## src/rtl/pipe_hazard_ctrl.sv

```systemverilog
// ---------------------------------------------------------------------------
// pipe_hazard_ctrl
//
// Pipeline control unit for the RV32I 5-stage core (IF/ID/EX/MEM/WB).
// Detects load-use hazards against decode, squashes wrong-path instructions
// on taken branches, freezes the pipe while a data-memory access is pending,
// and turns a hung memory access into a sticky error.
//
// Ports
//   clk, rst             rising-edge clock, synchronous active-high reset
//   id_reg1_read/addr    decode rs1 usage and address
//   id_reg2_read/addr    decode rs2 usage and address
//   ex_rmem, ex_wreg     EX instruction is a load / writes rd
//   ex_wd                EX destination register
//   ex_branch_taken      EX branch/jump resolved taken
//   ex_branch_target     resolved target PC
//   mem_req, mem_ready   MEM data-memory handshake
//   stall[5:0]           freeze: [0] PC [1] IF/ID [2] ID/EX [3] EX/MEM
//                        [4] MEM/WB [5] WB
//   flush_if_id/id_ex    bubble into IF/ID and ID/EX
//   redirect_valid/pc    PC redirect
//   mem_err              sticky memory timeout error
//   stall_cnt, flush_cnt saturating performance counters
//
// stall/flush/redirect are combinational (same-cycle effect); state, the
// wait counter, mem_err and the counters are registered.
// ---------------------------------------------------------------------------
module pipe_hazard_ctrl #(
  parameter int MEM_TIMEOUT = 16,
  parameter int CNT_W       = 32
) (
  input  logic             clk,
  input  logic             rst,
  input  logic             id_reg1_read,
  input  logic             id_reg2_read,
  input  logic [4:0]       id_reg1_addr,
  input  logic [4:0]       id_reg2_addr,
  input  logic             ex_rmem,
  input  logic             ex_wreg,
  input  logic [4:0]       ex_wd,
  input  logic             ex_branch_taken,
  input  logic [31:0]      ex_branch_target,
  input  logic             mem_req,
  input  logic             mem_ready,
  output logic [5:0]       stall,
  output logic             flush_if_id,
  output logic             flush_id_ex,
  output logic             redirect_valid,
  output logic [31:0]      redirect_pc,
  output logic             mem_err,
  output logic [CNT_W-1:0] stall_cnt,
  output logic [CNT_W-1:0] flush_cnt
);

  localparam int              WC_W   = $clog2(MEM_TIMEOUT + 1);
  localparam logic [WC_W-1:0] WC_MAX = WC_W'(MEM_TIMEOUT);

  // Everything upstream of WB freezes; WB keeps draining.
  localparam logic [5:0] STALL_MEM = 6'b011111;
  // PC, IF/ID and ID/EX hold; ID/EX also takes a bubble.
  localparam logic [5:0] STALL_LU  = 6'b000111;

  typedef enum logic [1:0] {RUN, MEM_WAIT, ERROR} state_t;

  state_t          state, state_nxt;
  logic [WC_W-1:0] wait_cnt, wait_nxt;
  logic            mem_wait;
  logic            load_use;
  logic            mem_err_q;
  logic [CNT_W-1:0] stall_cnt_q, flush_cnt_q;

  // Next state and memory-wait detection.
  // wait_cnt holds the number of stall cycles already spent on the current
  // access, so ERROR is entered on the cycle that would make it MEM_TIMEOUT.
  always_comb begin
    // NOTE: every signal written here gets a default first so no path
    // leaves it unassigned; otherwise synthesis infers a latch.
    state_nxt = state;
    wait_nxt  = wait_cnt;
    mem_wait  = 1'b0;
    case (state)
      RUN: begin
        if (mem_req && !mem_ready) begin
          mem_wait  = 1'b1;
          state_nxt = MEM_WAIT;
          wait_nxt  = WC_W'(1);
        end
      end
      MEM_WAIT: begin
        if (mem_ready) begin
          state_nxt = RUN;
          wait_nxt  = '0;
        end else begin
          mem_wait = 1'b1;
          wait_nxt = wait_cnt + WC_W'(1);
          if (wait_nxt >= WC_MAX) state_nxt = ERROR;
        end
      end
      ERROR:   state_nxt = ERROR;
      default: state_nxt = RUN;
    endcase
  end

  // x0 is hardwired zero, so a load targeting it never creates a hazard.
  assign load_use = ex_rmem && ex_wreg && (ex_wd != 5'd0) &&
                    ((id_reg1_read && (id_reg1_addr == ex_wd)) ||
                     (id_reg2_read && (id_reg2_addr == ex_wd)));

  // Control outputs, priority: ERROR > memory wait > branch > load-use.
  // A taken branch squashes the ID instruction, which makes any load-use
  // hazard on it moot.
  always_comb begin
    stall          = '0;
    flush_if_id    = 1'b0;
    flush_id_ex    = 1'b0;
    redirect_valid = 1'b0;
    redirect_pc    = '0;
    if (!rst) begin
      if (state == ERROR || mem_wait) begin
        stall = STALL_MEM;
      end else if (ex_branch_taken) begin
        redirect_valid = 1'b1;
        redirect_pc    = ex_branch_target;
        flush_if_id    = 1'b1;
        flush_id_ex    = 1'b1;
      end else if (load_use) begin
        stall       = STALL_LU;
        flush_id_ex = 1'b1;
      end
    end
  end

  always_ff @(posedge clk) begin
    // NOTE: state registers use non-blocking assignments so every flop
    // samples pre-edge values regardless of statement order.
    if (rst) begin
      state       <= RUN;
      wait_cnt    <= '0;
      mem_err_q   <= 1'b0;
      stall_cnt_q <= '0;
      flush_cnt_q <= '0;
    end else begin
      state    <= state_nxt;
      wait_cnt <= wait_nxt;
      if (state_nxt == ERROR) mem_err_q <= 1'b1;
      if (stall[0] && (stall_cnt_q != '1)) stall_cnt_q <= stall_cnt_q + CNT_W'(1);
      if (redirect_valid && (flush_cnt_q != '1)) flush_cnt_q <= flush_cnt_q + CNT_W'(1);
    end
  end

  // Registered outputs read as zero for the whole time reset is held.
  assign mem_err   = mem_err_q & ~rst;
  assign stall_cnt = rst ? '0 : stall_cnt_q;
  assign flush_cnt = rst ? '0 : flush_cnt_q;

endmodule

```

## config.mk

```make
export PLATFORM = sky130hd
export DESIGN_NAME = pipe_hazard_ctrl
export DESIGN_NICKNAME = d
export VERILOG_FILES = /design/src/rtl/pipe_hazard_ctrl.sv
export SDC_FILE = /design/constraint.sdc
export NUM_CORES = 1
export LEC_CHECK = 0
export CORE_UTILIZATION = 30
export DETAILED_ROUTE_END_ITERATION = 10
export PLACE_DENSITY = 0.59
export SYNTH_ARGS = -nofsm -noshare
export SYNTH_HDL_FRONTEND = slang
export SYNTH_SLANG_ARGS = --single-unit
```

## constraint.sdc

```tcl
create_clock -name clk -period 4.6 [get_ports clk]
set_clock_uncertainty 0.1 [all_clocks]
set_input_delay 0.92 -clock clk [delete_from_list [all_inputs] [get_ports clk]]
set_output_delay 0.92 -clock clk [all_outputs]
set_load 0.02 [all_outputs]
```

Word level (Yosys, flattened, before mapping). Index checks and enable logic that the tools add are counted. Widths: inputs -> output; s select.

Register bits after elaboration: 72.

Add/subtract/negate cells: 3. $lt $le $gt $ge: 1. Equality and inequality tests: 8. Multiplexer cells: 26. Bitwise gates (word level): 2. Reduce and logical (&&, ||, !) cells: 15.

Operators with widths (number): $mux 32 (5); $add 32x1->32 const B (2); $ne 32x32->1 const B (2); $mux 5 (4); $eq 5x5->1 (2); $pmux 5 s2 (1); $mux 1 (9); $logic_and 1x1->1 (8); $mux 2 (3); $mux 3 (2); $pmux 2 s3 (1); $add 5x1->5 const B (1); $ge 5x5->1 const B (1); $reduce_bool 5->1 (1); $eq 2x2->1 const B (2); $eq 2x1->1 const B (1); $logic_not 2->1 (1); $logic_or 1x1->1 (2); $ne 2x2->1 const B (1); $pmux 1 s2 (1); $reduce_and 2->1 (1); $reduce_bool 2->1 (1); $and 1x1->1 (1); $logic_not 1->1 (1); $not 1->1 (1).

Depth between registers and ports, before layout.
Depth after elaboration: 9. Depth in mapped cells: 10. Gate-level depth less buffers: 7.

Worst setup path before layout. Ideal clock, no wire load.

Kind: input -> output. Start point: input port mem_ready. End point: output port redirect_pc[22]. Arrival time: 2254 ps. Slack: 1326 ps. Stages on the path: 6. Path through: or2_0 buf_6 o2111ai_1 clkinv_1 clkbuf_1 and2_1.

Longest elaborated chain between the ends: 7.

RTL lines: start: declaration (line 44) `input logic mem_ready,`; $logic_not 1->1 (line 83) `if (mem_req && !mem_ready) begin`; $logic_and 1x1->1 (line 83); $mux 1 (line 83); $pmux 1 s2 * (line 81) `case (state)`; $logic_or 1x1->1 * (line 119) `if (state == ERROR || mem_wait) begin`; $mux 32 * (line 119); $mux 32 * (line 118) `if (!rst) begin`; end: declaration (line 49) `output logic [31:0] redirect_pc,`.

Mark *: on every way between the ends. The rest lies on a longest branch, timed or not.

Final worst setup path.
Start point: input port mem_ready. End point: output port redirect_pc[18].

Same word-level chain as after synthesis.

==> reports/qor.yml <==
max_freq_ghz: 0.231
critPathKind: "in2out"
cts_sinks: 72
root_buffer: "clkbuf_16"
ys_types: 56
routedWlPerCell_um: 14.2
yosysTopAreaCellShare_pct: 33.7
synth_fa_ha_area_share_pct: 0.876
clockBufferDepth: 2
power.internal_mw: 1.19
yosys.area_share.simple_pct: 40.3
clock_power_share_pct: 48.6
synth_compound_area_share_pct: 8.79
regArea_um2: 1440
synth_edf_count: 0
ys_warn_count: 0
postSynthAreaPerCell_um2: 7.90
most-common-layout-cells: "clkdlybuf4s50_1 (159), dfxtp_1 (72), nor2_1 (70), nor2b_1 (58), and2_1 (37)"
ios: 162
port_buffers: 160
yosys-top-cells-area: "dfxtp_1 (34%), nor2b_1 (8.5%), nor2_1 (6.1%)"
wl_met2_um: 6190
rsz0062_at_grt: "no"
die_height_um: 121
outcome: "complete, no violations"
clk_pin_slew_ns: 0.06
syn2layout_area_growth_pct: 47.4
core_um2: 13900
syn_area_um2: 4280
hold_path.class: "reg2reg"
synthMuxAreaShare_pct: 4.67
fin_ws_ns: 0.280
routed_wl_um: 12400
peakVddDrop_v: 0.000184
path_cells: "clkdlybuf4s50_1 > or2_0 > o2111ai_1 > clkinvlp_4 > and2_1 > clkdlybuf4s50_1"
path_common_cell: "clkdlybuf4s50_1"
dr.pass1.iters: 4
drc: 0
diodes: 0
pre_cts_ws_ns: 0.0555
die_area_um2: 14800
cts.repair.resized: 0
wl_met1_um: 5180
first_global_vias: 4021
p_sw_share_pct: 23.3
nets: 748
hold_viol: 0
async_reset_ff_share_pct: 0
finalSetupViolations: 0
tns_ns: 0
layout_min_cycle_time_ns: 4.32
leakage_nw: 2.18
maxCapViolCount: 0
dp_hpwl_um: 9490
switchingPower_mw: 0.361
antenna_left: 0
drive_gt1_share_pct: 6.63
drv_slew: 0
yosysSeqAreaShare_pct: 33.7
dp_cells: 858
antenna_found_initial: 0
fin_util_pct: 45.5
start_util_pct: 30.9
final_common_cell: "clkdlybuf4s50_1"
cts_max_level: 3
die_w_um: 121
cp_max_fo: 38
num_vias: 4278
fillerInstances: 1355
overflow: 0
cp-end-kind: "primary output"
power.density_nw_per_um2: 246
seqPwrFrac_pct: 40.6
fin_crit_sh_pct: 93.9
slowest_delay_ns: 0.53
syn_nets: 601
cts-hold-fix-buffers: 0
ys.flop_type: "dfxtp_1"
whs_ns: 0.375
synthXorXnorAreaFrac_pct: 6.95
cp.arrival_ns: 3.30
synth_top_family_by_area: "simple AND/OR/NAND/NOR gates"
cp.required_ns: 3.58
drt_iter0_drc: 171
cts_tree: "done"
grt_pass1_wl_um: 19600
post-cts-setup-buffer-count: 0
critPathTopFamily: "buffers and inverters"
grt_max_degree: 65
relSlewSlack_pct: 41.6
critPathBufInv: 3
startpoint_type: "input pin"
placementRows: 43
wl_met3_um: 927
p_comb_share_pct: 10.8
ys_ff_latch: 72
via_per_inst: 4.89
tightest_slew_ns: 0.868
multi_input_area_um2: 2640
clock_latency_ns: 0.33
final_cell_count_no_fill: 874
place.gp.congestion: 0.783
netlist_instances: 542
crit_slowest_cell: "clkdlybuf4s50_1"
synth_largest_area_cell: "dfxtp_1"
dr.max_layer_used: "met4"
grtUsageTotal_pct: 17.0
cts_inserted_buffers: 9
-- worst paths after layout --
check | startpoint | to | slack, ns | depth (start not counted)
worst max register to register | flush_cnt_q[0]$_SDFFE_PP0P_ | flush_cnt_q[18]$_SDFFE_PP0P_ | 1.82 | 6
worst min register to register | wait_cnt[4]$_SDFFE_PP0P_ | wait_cnt[4]$_SDFFE_PP0P_ | 0.37 | 2
worst max-delay path | mem_ready | redirect_pc[18] | 0.28 | 6
worst min-delay path | wait_cnt[4]$_SDFFE_PP0P_ | wait_cnt[4]$_SDFFE_PP0P_ | 0.37 | 2
-- flip-flops by register name, summed over array words and instances, names as in the netlist --
| signal | count |
|---|---|
| flush_cnt_q | 32 |
| mem_err_q | 1 |
| stall_cnt_q | 32 |
| state | 2 |
| wait_cnt | 5 |
-- synth_stat cells (9+ instances only) --
cell and number:
mux2_2 16, clkbuf_1 17, a21oi_1 10, and2_1 37, nand4_1 22, xnor2_1 16, nor3_1 17, nor2_1 70
inv_1 13, nand3_1 28, nor2b_1 58, xor2_1 18, or4_1 9, o21ai_0 23, dfxtp_1 72, nand2_1 32
and4_1 9
-- worst min-delay path: stages (launching register included) --
cell     delay, ns
dfxtp_1       0.31
nand2_1       0.06
a21oi_1       0.06
-- final cells by class --
cell class	instances	share of cell area (%)
repair buffers	164	25.8
well taps	180	3.57
multi-input cells	428	41.8
clock buffers	10	3.63
clock inverters	6	1.47
inverters	14	0.892
flip-flops and latches	72	22.8
-- per-stage QoR --
stage                     area, um^2  power (mW)
after detailed placement        5990       0.813
after global routing            6310        1.62
final                           6310        1.55
after floorplan                 4280       0.726
after CTS                       6310        1.58
after global placement          5990       0.810
-- power groups by stage --
stage          registers, mW  clock network (mW)  logic (mW)
2_1_floorplan          0.643                   0      0.0831
3_3_place_gp           0.644                   0       0.167
3_5_place_dp           0.644                   0       0.169
4_1_cts                0.630               0.777       0.170
5_1_grt                0.630               0.809       0.181
6_report               0.630               0.754       0.168
-- routing by layer --
metal / vias to the layer above / global-route usage (%)
li1: 2175 / -
met5: - / 0
met3: 12 / 5.12
met1: 1955 / 18.7
met4: 0 / 5.02
met2: 136 / 31.0
-- logic make-up (layout without fill, tap and decap cells) --
logic type | Yosys count | in the layout
AOI/OAI and AO/OA | 58 | 58
xor gates and xnor gates | 34 | 34
adders and majority gates | 3 | 3
buffers and inverters | 42 | 194
DFF | 72 | 72
muxes | 18 | 18
other | 1 | 1
and+or+nand+nor | 314 | 314
Note: power is estimated with default switching activity, not from simulation.
